[config.mk]
export PLATFORM = sky130hd
export DESIGN_NAME = ahb_lsu_port
export DESIGN_NICKNAME = d
export VERILOG_FILES = /design/src/rtl/ahb_lsu_port.sv
export SDC_FILE = /design/constraint.sdc
export NUM_CORES = 1
export LEC_CHECK = 0
export CORE_MARGIN = 3
export CORE_UTILIZATION = 45
export DETAILED_ROUTE_END_ITERATION = 7
export GPL_ROUTABILITY_DRIVEN = 0
export GPL_TIMING_DRIVEN = 0
export MAX_ROUTING_LAYER = met4
export PLACE_DENSITY = 0.89
export SLEW_MARGIN = 20
export SYNTH_ARGS = -nofsm -noshare
export SYNTH_HDL_FRONTEND = slang
export SYNTH_SLANG_ARGS = --single-unit
[constraint.sdc]
create_clock -name CLK -period 2 [get_ports CLK]
set_input_delay 0.2 -clock CLK [delete_from_list [all_inputs] [get_ports CLK]]
set_output_delay 0.2 -clock CLK [all_outputs]
set_load 0.02 [all_outputs]
[src/rtl/ahb_lsu_port.sv]
// ahb_lsu_port: bus-side load/store port sitting directly after the memory-access stage.
// Each accepted request becomes one AHB-lite transfer. Only one transfer is in flight at a
// time, and the upstream pipeline is held off through `stall` while one is.
//
// Ports:
//   CLK, RST_N        clock (rising edge) and asynchronous active-low reset
//   req_*             request handshake and fields: load/store, byte address,
//                     right-justified store data, size, unsigned flag, rd
//   HADDR .. HWDATA   AHB-lite master outputs
//   HRDATA, HREADY,   AHB-lite slave inputs
//   HRESP
//   resp_*            one-cycle completion pulse carrying the extended load data,
//                     the rd, and an error flag (misaligned access or bus error)
//   stall             ~req_ready, for the upstream pipeline

module ahb_lsu_port #(
    parameter int unsigned ADDR_W = 64,
    parameter int unsigned DATA_W = 64
) (
    input  logic              CLK,
    input  logic              RST_N,

    input  logic              req_valid,
    output logic              req_ready,
    input  logic              req_load,
    input  logic [ADDR_W-1:0] req_addr,
    input  logic [DATA_W-1:0] req_wdata,
    input  logic [1:0]        req_size,
    input  logic              req_unsigned,
    input  logic [4:0]        req_rd,

    output logic [ADDR_W-1:0] HADDR,
    output logic              HWRITE,
    output logic [1:0]        HTRANS,
    output logic [2:0]        HSIZE,
    output logic [DATA_W-1:0] HWDATA,
    input  logic [DATA_W-1:0] HRDATA,
    input  logic              HREADY,
    input  logic              HRESP,

    output logic              resp_valid,
    output logic [DATA_W-1:0] resp_data,
    output logic [4:0]        resp_rd,
    output logic              resp_err,
    output logic              stall
);

    localparam logic [1:0] TransIdle   = 2'b00;
    localparam logic [1:0] TransNonseq = 2'b10;

    typedef enum logic [1:0] {
        StIdle,
        StAddr,
        StData
    } state_e;

    // ------------------------------------------------------------------
    // State
    // ------------------------------------------------------------------
    state_e              state_q, state_d;

    // Request fields, captured at accept and held for the whole transfer.
    logic [ADDR_W-1:0]   haddr_q, haddr_d;
    logic                hwrite_q, hwrite_d;
    logic [1:0]          hsize_q, hsize_d;
    logic [DATA_W-1:0]   hwdata_q, hwdata_d;
    logic                unsigned_q, unsigned_d;
    logic [4:0]          rd_q, rd_d;

    // Response registers.
    logic                resp_valid_q, resp_valid_d;
    logic [DATA_W-1:0]   resp_data_q, resp_data_d;
    logic [4:0]          resp_rd_q, resp_rd_d;
    logic                resp_err_q, resp_err_d;

    logic [DATA_W-1:0]   load_ext;

    // ------------------------------------------------------------------
    // Helpers
    // ------------------------------------------------------------------
    function automatic logic is_misaligned(input logic [2:0] addr_lo, input logic [1:0] size);
        logic mis;
        case (size)
            2'd0:    mis = 1'b0;
            2'd1:    mis = addr_lo[0];
            2'd2:    mis = |addr_lo[1:0];
            default: mis = |addr_lo[2:0];
        endcase
        return mis;
    endfunction

    // Store data is replicated across every lane of its size so the slave can pick
    // whichever lane the address selects without us steering bytes.
    function automatic logic [63:0] replicate(input logic [63:0] wdata, input logic [1:0] size);
        logic [63:0] rep;
        case (size)
            2'd0:    rep = {8{wdata[7:0]}};
            2'd1:    rep = {4{wdata[15:0]}};
            2'd2:    rep = {2{wdata[31:0]}};
            default: rep = wdata;
        endcase
        return rep;
    endfunction

    function automatic logic [63:0] extend(input logic [63:0] raw, input logic [1:0] size,
                                           input logic is_unsigned);
        logic [63:0] ext;
        case (size)
            2'd0: ext = is_unsigned ? {56'b0, raw[7:0]}  : {{56{raw[7]}},  raw[7:0]};
            2'd1: ext = is_unsigned ? {48'b0, raw[15:0]} : {{48{raw[15]}}, raw[15:0]};
            2'd2: ext = is_unsigned ? {32'b0, raw[31:0]} : {{32{raw[31]}}, raw[31:0]};
            default: ext = raw;
        endcase
        return ext;
    endfunction

    // ------------------------------------------------------------------
    // Load data alignment: bring the addressed lane down to bit 0, then extend.
    // ------------------------------------------------------------------
    always_comb begin
        logic [DATA_W-1:0] shifted;
        shifted  = HRDATA >> {haddr_q[2:0], 3'b000};
        load_ext = extend(shifted, hsize_q, unsigned_q);
    end

    // ------------------------------------------------------------------
    // Next-state logic
    // ------------------------------------------------------------------
    always_comb begin
        state_d      = state_q;
        haddr_d      = haddr_q;
        hwrite_d     = hwrite_q;
        hsize_d      = hsize_q;
        hwdata_d     = hwdata_q;
        unsigned_d   = unsigned_q;
        rd_d         = rd_q;
        resp_valid_d = 1'b0;
        resp_data_d  = resp_data_q;
        resp_rd_d    = resp_rd_q;
        resp_err_d   = resp_err_q;

        case (state_q)
            StIdle: begin
                if (req_valid) begin
                    if (is_misaligned(req_addr[2:0], req_size)) begin
                        // Rejected locally: the bus never sees this request.
                        resp_valid_d = 1'b1;
                        resp_err_d   = 1'b1;
                        resp_data_d  = '0;
                        resp_rd_d    = req_rd;
                    end else begin
                        state_d    = StAddr;
                        haddr_d    = req_addr;
                        hwrite_d   = ~req_load;
                        hsize_d    = req_size;
                        hwdata_d   = req_load ? '0 : replicate(req_wdata, req_size);
                        unsigned_d = req_unsigned;
                        rd_d       = req_rd;
                    end
                end
            end

            StAddr: begin
                if (HREADY) begin
                    state_d = StData;
                end
            end

            StData: begin
                // HRESP is only meaningful at the completing edge; an early HRESP
                // during the wait (first half of an error response) is ignored.
                if (HREADY) begin
                    state_d      = StIdle;
                    resp_valid_d = 1'b1;
                    resp_rd_d    = rd_q;
                    resp_err_d   = HRESP;
                    resp_data_d  = (HRESP || hwrite_q) ? '0 : load_ext;
                end
            end

            default: begin
                state_d = StIdle;
            end
        endcase
    end

    // ------------------------------------------------------------------
    // Registers
    // ------------------------------------------------------------------
    always_ff @(posedge CLK or negedge RST_N) begin
        if (!RST_N) begin
            state_q      <= StIdle;
            haddr_q      <= '0;
            hwrite_q     <= 1'b0;
            hsize_q      <= 2'd0;
            hwdata_q     <= '0;
            unsigned_q   <= 1'b0;
            rd_q         <= 5'd0;
            resp_valid_q <= 1'b0;
            resp_data_q  <= '0;
            resp_rd_q    <= 5'd0;
            resp_err_q   <= 1'b0;
        end else begin
            state_q      <= state_d;
            haddr_q      <= haddr_d;
            hwrite_q     <= hwrite_d;
            hsize_q      <= hsize_d;
            hwdata_q     <= hwdata_d;
            unsigned_q   <= unsigned_d;
            rd_q         <= rd_d;
            resp_valid_q <= resp_valid_d;
            resp_data_q  <= resp_data_d;
            resp_rd_q    <= resp_rd_d;
            resp_err_q   <= resp_err_d;
        end
    end

    // ------------------------------------------------------------------
    // Outputs
    // ------------------------------------------------------------------
    assign req_ready  = (state_q == StIdle);
    assign stall      = ~req_ready;

    assign HTRANS     = (state_q == StAddr) ? TransNonseq : TransIdle;
    assign HADDR      = haddr_q;
    assign HWRITE     = hwrite_q;
    assign HSIZE      = {1'b0, hsize_q};
    assign HWDATA     = hwdata_q;

    assign resp_valid = resp_valid_q;
    assign resp_data  = resp_data_q;
    assign resp_rd    = resp_rd_q;
    assign resp_err   = resp_err_q;

endmodule

==> results of run 1 <==
power breakdown:
part | leakage, nW | total, mW | switching (mW) | internal, mW
Clock | 0.420 | 4.82 | 1.88 | 2.94
Combinational | 4.22 | 11.7 | 6.25 | 5.46
Sequential | 2.69 | 6.54 | 0.929 | 5.61
critical path: stages, from the launching register on:
cell	delay, ns
dfrtp_2	0.41
buf_8	0.16
mux2i_4	0.27
buf_6	0.13
a22oi_2	0.07
a41o_1	0.27
o31ai_4	0.32
buf_6	0.19
clkbuf_16	0.16
o21ai_2	0.05
metrics by stage:
stage	power, mW	util [%]	TNS (ns)
CTS	22.4	72.2	-2.10
detailed placement	16.8	66.3	-149.13
finish	23.1	73.7	-4.91
global route	23.8	73.7	-6.61
floorplan	12.0	-	0
global placement	16.6	66.0	-1866.42
state kept, by name, summed over array words and instances (netlist names):
signal and count:
HWRITE 1, resp_err 1, resp_data 64, resp_rd 5, HADDR 64, HWDATA 64, state_q 2, rd_q 5
resp_valid 1, unsigned_q 1, hsize_q 2
metal layers:
metal | vias to the layer above | share of wire (%)
li1 | 4518 | -
met1 | 5275 | 33
met2 | 948 | 49
met3 | 248 | 11
met4 | 0 | 7.1
met5 | - | 0
kinds of logic (layout without fill, tap and decap cells):
kind of cell | count (synthesis) | in the layout
AOI/OAI and AO/OA | 252 | 252
and+or+nand+nor | 256 | 256
DFF | 210 | 210
other | 1 | 8
buffers and inverters | 86 | 575
muxes | 190 | 190
area by class of cell:
type / instances / area, sq um / share of cell area [%]
sequential: 210 / 5260 / 30.9
clock inverter: 12 / 165 / 0.972
multi-input combinational: 700 / 5410 / 31.8
timing repair buffer: 446 / 4530 / 26.7
tap: 313 / 392 / 2.31
inverter: 8 / 30.0 / 0.177
buffer: 78 / 502 / 2.95
antenna: 6 / 15.0 / 0.0884
clock buffer: 31 / 688 / 4.05
cell usage after synthesis (all sizes together) (2+ instances only):
cell type,number,share of area [%]
nand3,9,0.42
a211oi,2,0.19
a31oi,3,0.18
a22o,9,0.74
a211o,22,1.8
nor4,2,0.26
o21ai,95,5.5
o2bb2ai,4,0.33
nor2,57,2.0
inv,7,0.25
o211ai,6,0.42
nor3,3,0.19
o22ai,2,0.23
nand2,149,5.2
nor2b,8,0.47
mux2i,78,7.3
o31ai,44,3.2
mux2,97,10
clkbuf,47,1.6
buf,31,1.8
mux4,15,3.2
and2,10,0.58
a21oi,49,2.3
dfrtp,210,49
a22oi,6,0.42
nand2b,13,0.76
a21o,3,0.21
how the worst max path moves through the flow:
stage	start	end	slack, ns	cells past startpoint
after detailed placement	req_size[1]	resp_data[41]	-0.95	8
final	HADDR[0]	resp_data[45]	-0.16	9
after global placement	RST_N	HADDR[0]	-8.98	1
after floorplan	HADDR[1]	resp_data[24]	0.01	7
after global routing	HADDR[0]	resp_data[46]	-0.18	9
after CTS	HADDR[0]	resp_data[36]	-0.08	9
what timing repair did:
action,CTS,global route
pin swaps,17,29
setup buffers,17,12
hold buffers,1,0
hold endpoints to repair,60,0
gates resized for setup,88,47
gates cloned,2,3
endpoints found under the setup margin,206,67
==> impl_metrics.py, run 1 <==
metrics = {
    "drt": {
        "dr.pass1.iters": 6,
        "wire_per_inst_microns": 25.9,
        "via_count": 11000,
        "drc_errors": 0,
        "ant_nets": 0,
        "drt_iter0_drc": 929,
        "wl_microns": 46700,
        "via_per_inst": 6.09,
    },
    "synth": {
        "yosysUniqueCellTypes": 53,
        "avgSynthCellArea_sq_um": 10.8,
        "ys_async_sr_fraction_pct": 100,
        "synth_warnings": 0,
        "ys_seq_area_share_pct": 49.0,
        "synthCells": 995,
        "synth_edf_count": 0,
        "synth_compound_area_share_pct": 16.1,
        "synth_top_flop_cell": "dfrtp_1",
        "synth_adder_area_share_pct": 0,
        "synth_top_family_by_area": "multiplexers",
        "synth-simple-area-share_pct": 10.5,
        "muxShareOfSynthArea_pct": 20.6,
        "synth-seq-cells": 210,
        "synth_area_sq_mm": 0.0107,
        "synth_xor_area_share_pct": 0,
    },
    "grt": {
        "met3_usage_pct": 9.44,
        "grt_first_pass_wirelength_microns": 68300,
        "use_met1_pct": 38.2,
        "grt_pass1_vias": 11400,
        "antenna_found_initial": 5,
        "grt_usage_pct": 35.2,
        "grt-ovfl-total": 0,
        "grt_max_degree": 77,
        "top_usage_layer": "met2",
        "grtUsageMet2_pct": 59.4,
    },
    "cts": {
        "numCtsBuffers": 24,
        "clock_sinks": 210,
        "cts.htree.levels": 1,
        "cts-root-buf": "clkbuf_16",
        "clk_pin_slew_ns": 0.06,
        "clock_path_buffers": 3,
        "cts_tree": "yes",
        "clock_latency_ns": 0.52,
    },
    "sta": {
        "worstMarginPinSlew_ns": 0.890,
        "setup_viol": 52,
        "slew_headroom_pct": 40.5,
        "slew_viol_final": 0,
        "clock_skew_ns": 0.0197,
        "hold_slack_ns": 0.244,
        "fmax_mhz": 463,
        "rsz0062_at_grt": "yes",
        "setup_ws_ns": -0.160,
        "finalHoldViolations": 0,
        "min_period_ns": 2.16,
        "finalCritPeriodShare_pct": 108,
    },
    "final_layout": {
        "drive_gt1_share_pct": 21.3,
        "nets": 1674,
        "finalInstanceArea_sq_mm": 0.0170,
        "final_cell_mix": "406 x clkdlybuf4s50_1, 208 x dfrtp_1, 149 x nand2_1, 93 x mux2_2, 60 x mux2i_1",
        "nFillCells": 1458,
        "final_common_cell": "clkdlybuf4s50_1",
        "syn_to_final_growth_pct": 58.4,
        "final_cells": 1804,
    },
    "worst_setup_path": {
        "arrival_ns": 2.56,
        "cp.required_ns": 2.40,
        "critPathMaxFanout": 5,
        "timing.rr.start": "HADDR[0]",
        "cp-start-kind": "flip-flop",
        "reg2reg_to": "resp_data[45]",
        "end_kind": "flip-flop",
        "rr_worst_depth": 9,
        "rrSetupSlack_ns": -0.16,
        "critical_path_class": "reg2reg",
    },
    "power_and_ir_drop": {
        "p_leak_nw": 7.33,
        "irDropWorstVdd_mv": 0.901,
        "cellPowerDensity_mw_per_mm2": 1360,
    },
    "placed_design": {
        "post-dp-hpwl_microns": 32300,
        "pre_cts_slack_ns": -0.952,
        "portBuffers": 409,
        "place_area_sq_mm": 0.0153,
        "dp_cells": 1720,
    },
    "floorplanning": {
        "coreArea_sq_mm": 0.0231,
        "dieHeight_microns": 160,
        "fp-row-count": 55,
        "die_width_microns": 160,
        "fp.dieArea_sq_mm": 0.0257,
        "ios": 413,
        "initial_utilization_pct": 46.5,
    },
    "job": {
        "drv_cap": 0,
    },
    "outcome": {
        "violations": "negative setup slack",
        "status": "finished, violations left",
    },
    "min_path": {
        "hold_path_class": "in2async",
    },
}
Note: power is estimated with default switching activity, not from simulation.
==> inputs of run 2 (changes only) <==
PLACE_DENSITY = 0.79   (was 0.89)
SKIP_LAST_GASP = 1   (was unset)
==> run 2 against run 1 <==
Compared with the run above:
- the flow still finishes with violations (negative setup slack)
- final area decreased by 2.2%
- global-route usage is 2.5 points lower
- non-clock buffer count decreased by 15
- fmax rose by 1.7%
==> impl_metrics.py, run 2 (synthesis gave the netlist of run 1 again) <==
metrics = {
    "placed_design": {
        "post-dp-hpwl_microns": 31700,
        "portBuffers": 409,
    },
    "worst_setup_path": {
        "cp.required_ns": 2.40,
        "critical_path_class": "reg2reg",
        "arrival_ns": 2.52,
        "end_kind": "flip-flop",
        "cp-start-kind": "flip-flop",
        "critPathMaxFanout": 10,
    },
    "sta": {
        "finalCritPeriodShare_pct": 106,
        "slew_viol_final": 0,
        "fmax_mhz": 471,
        "min_period_ns": 2.12,
        "clock_skew_ns": 0.0148,
        "slew_headroom_pct": 45.5,
        "worstMarginPinSlew_ns": 0.814,
        "setup_ws_ns": -0.123,
        "setup_viol": 49,
        "rsz0062_at_grt": "yes",
        "finalHoldViolations": 0,
        "finalSetupTns_ns": -4.07,
    },
    "cts": {
        "clock_sinks": 210,
        "cts.htree.levels": 1,
        "numCtsBuffers": 24,
        "clock_path_buffers": 3,
        "clock_latency_ns": 0.52,
        "cts-root-buf": "clkbuf_16",
        "clk_pin_slew_ns": 0.06,
        "cts_tree": "yes",
    },
    "drt": {
        "via_count": 10100,
        "dr.pass1.iters": 5,
        "via_per_inst": 5.62,
        "wire_per_inst_microns": 23.3,
        "drt_iter0_drc": 655,
        "ant_nets": 0,
        "wl_microns": 41800,
        "drc_errors": 0,
    },
    "final_layout": {
        "syn_to_final_growth_pct": 54.9,
        "nets": 1659,
        "final_common_cell": "clkdlybuf4s50_1",
        "drive_gt1_share_pct": 19.6,
        "final_cell_mix": "405 x clkdlybuf4s50_1, 207 x dfrtp_1, 148 x nand2_1, 95 x mux2_2, 67 x mux2i_1",
    },
    "grt": {
        "grt_pass1_vias": 10600,
        "use_met1_pct": 37.5,
        "grt_max_degree": 95,
        "grt_usage_pct": 32.8,
        "grt-ovfl-total": 0,
        "grtUsageMet2_pct": 53.9,
        "antenna_found_initial": 8,
        "met3_usage_pct": 9.72,
        "grt_first_pass_wirelength_microns": 64000,
        "top_usage_layer": "met2",
    },
    "floorplanning": {
        "coreArea_sq_mm": 0.0231,
        "fp.dieArea_sq_mm": 0.0257,
        "ios": 413,
        "fp-row-count": 55,
        "initial_utilization_pct": 46.5,
        "die_width_microns": 160,
        "dieHeight_microns": 160,
    },
    "outcome": {
        "status": "finished, violations left",
        "violations": "negative setup slack",
    },
    "job": {
        "drv_cap": 0,
    },
    "power_and_ir_drop": {
        "cellPowerDensity_mw_per_mm2": 1330,
        "p_total_mw": 22.1,
        "p_leak_nw": 7.20,
        "irDropWorstVdd_mv": 1.04,
    },
    "min_path": {
        "hold_path_class": "in2async",
    },
}
[run 2: cell count changes in the layout (fill, tap and decap cells not counted), moves of 5 or more]
cell and change:
buf_4 -9, mux2i_1 +7, mux2i_4 -6, a21oi_1 +5, a21oi_2 -5, clkbuf_2 +5
[run 2: per-layer routing]
layer  vias up  routed length [microns]  part of all wire [%]
met5         -                        0                     0
met4         0                     1990                   4.8
met3       114                     4290                    10
met2       585                    20500                    49
met1      4897                    15000                    36
li1       4487                        -                     -
[run 2: what timing repair did]
item,CTS,global route
pin swaps,25,11
setup buffers,17,3
gates cloned,2,0
hold buffers,1,0
endpoints found under the hold margin,117,0
gates resized for setup,81,37
endpoints found under the setup margin,198,143
[run 2: layout make-up]
type	instances	area, sq um
diodes	10	25.0
plain buffers	77	482
clock buffers	33	664
clock inverters	10	136
fillers	1659	6440
inverters	8	30.0
multi-input cells	700	5280
flip-flops and latches	210	5260
well taps	313	392
repair buffers	432	4350
[run 2: final timing paths]
| kind | endpoint | cells past startpoint | slack (ns) | startpoint |
|---|---|---|---|---|
| max | resp_data[55] | 9 | -0.12 | HADDR[0] |
| min | HADDR[39] | 2 | 0.17 | RST_N |
| max reg2reg | resp_data[55] | 9 | -0.12 | HADDR[0] |
| min reg2reg | HWDATA[15] | 2 | 0.47 | HWDATA[15] |
| max in group asynchronous | HWDATA[30] | 3 | 1.04 | RST_N |
| min in group CLK | resp_err | 3 | 0.25 | HRESP |
[run 2: report_power, final]
group / internal, mW / leakage, nW / total, mW / switching (mW)
clock network: 2.71 / 0.397 / 4.49 / 1.78
logic: 5.20 / 4.12 / 11.1 / 5.94
registers: 5.61 / 2.69 / 6.46 / 0.843
[run 2: per-stage QoR]
step | utilization, % | hold slack, ns | instances | area [sq um] | setup slack (ns)
floorplan | - | -0.0956 | 996 | 10700 | 0.0133
global route | 72.0 | 0.189 | 1791 | 16600 | -0.186
CTS | 71.7 | 0.168 | 1781 | 16500 | -0.105
detailed placement | 66.3 | 0.112 | 1720 | 15300 | -0.960
finish | 72.1 | 0.171 | 1793 | 16600 | -0.123
global placement | 66.0 | 0.457 | 1718 | 15200 | -9.16
[run 2: worst max-delay path, cell delays in order (launching register included)]
cell     delay [ns]
dfrtp_2        0.44
buf_8          0.15
buf_6          0.12
mux2i_2        0.22
a22oi_2        0.11
a41o_1         0.30
o31ai_4        0.31
buf_6          0.16
buf_8          0.15
o21ai_2        0.06
==> inputs of run 3 (changes only) <==
CAP_MARGIN = 20   (was unset)
==> results of run 3 <==
The final DEF is identical to that of run 2; final timing and power are the same.
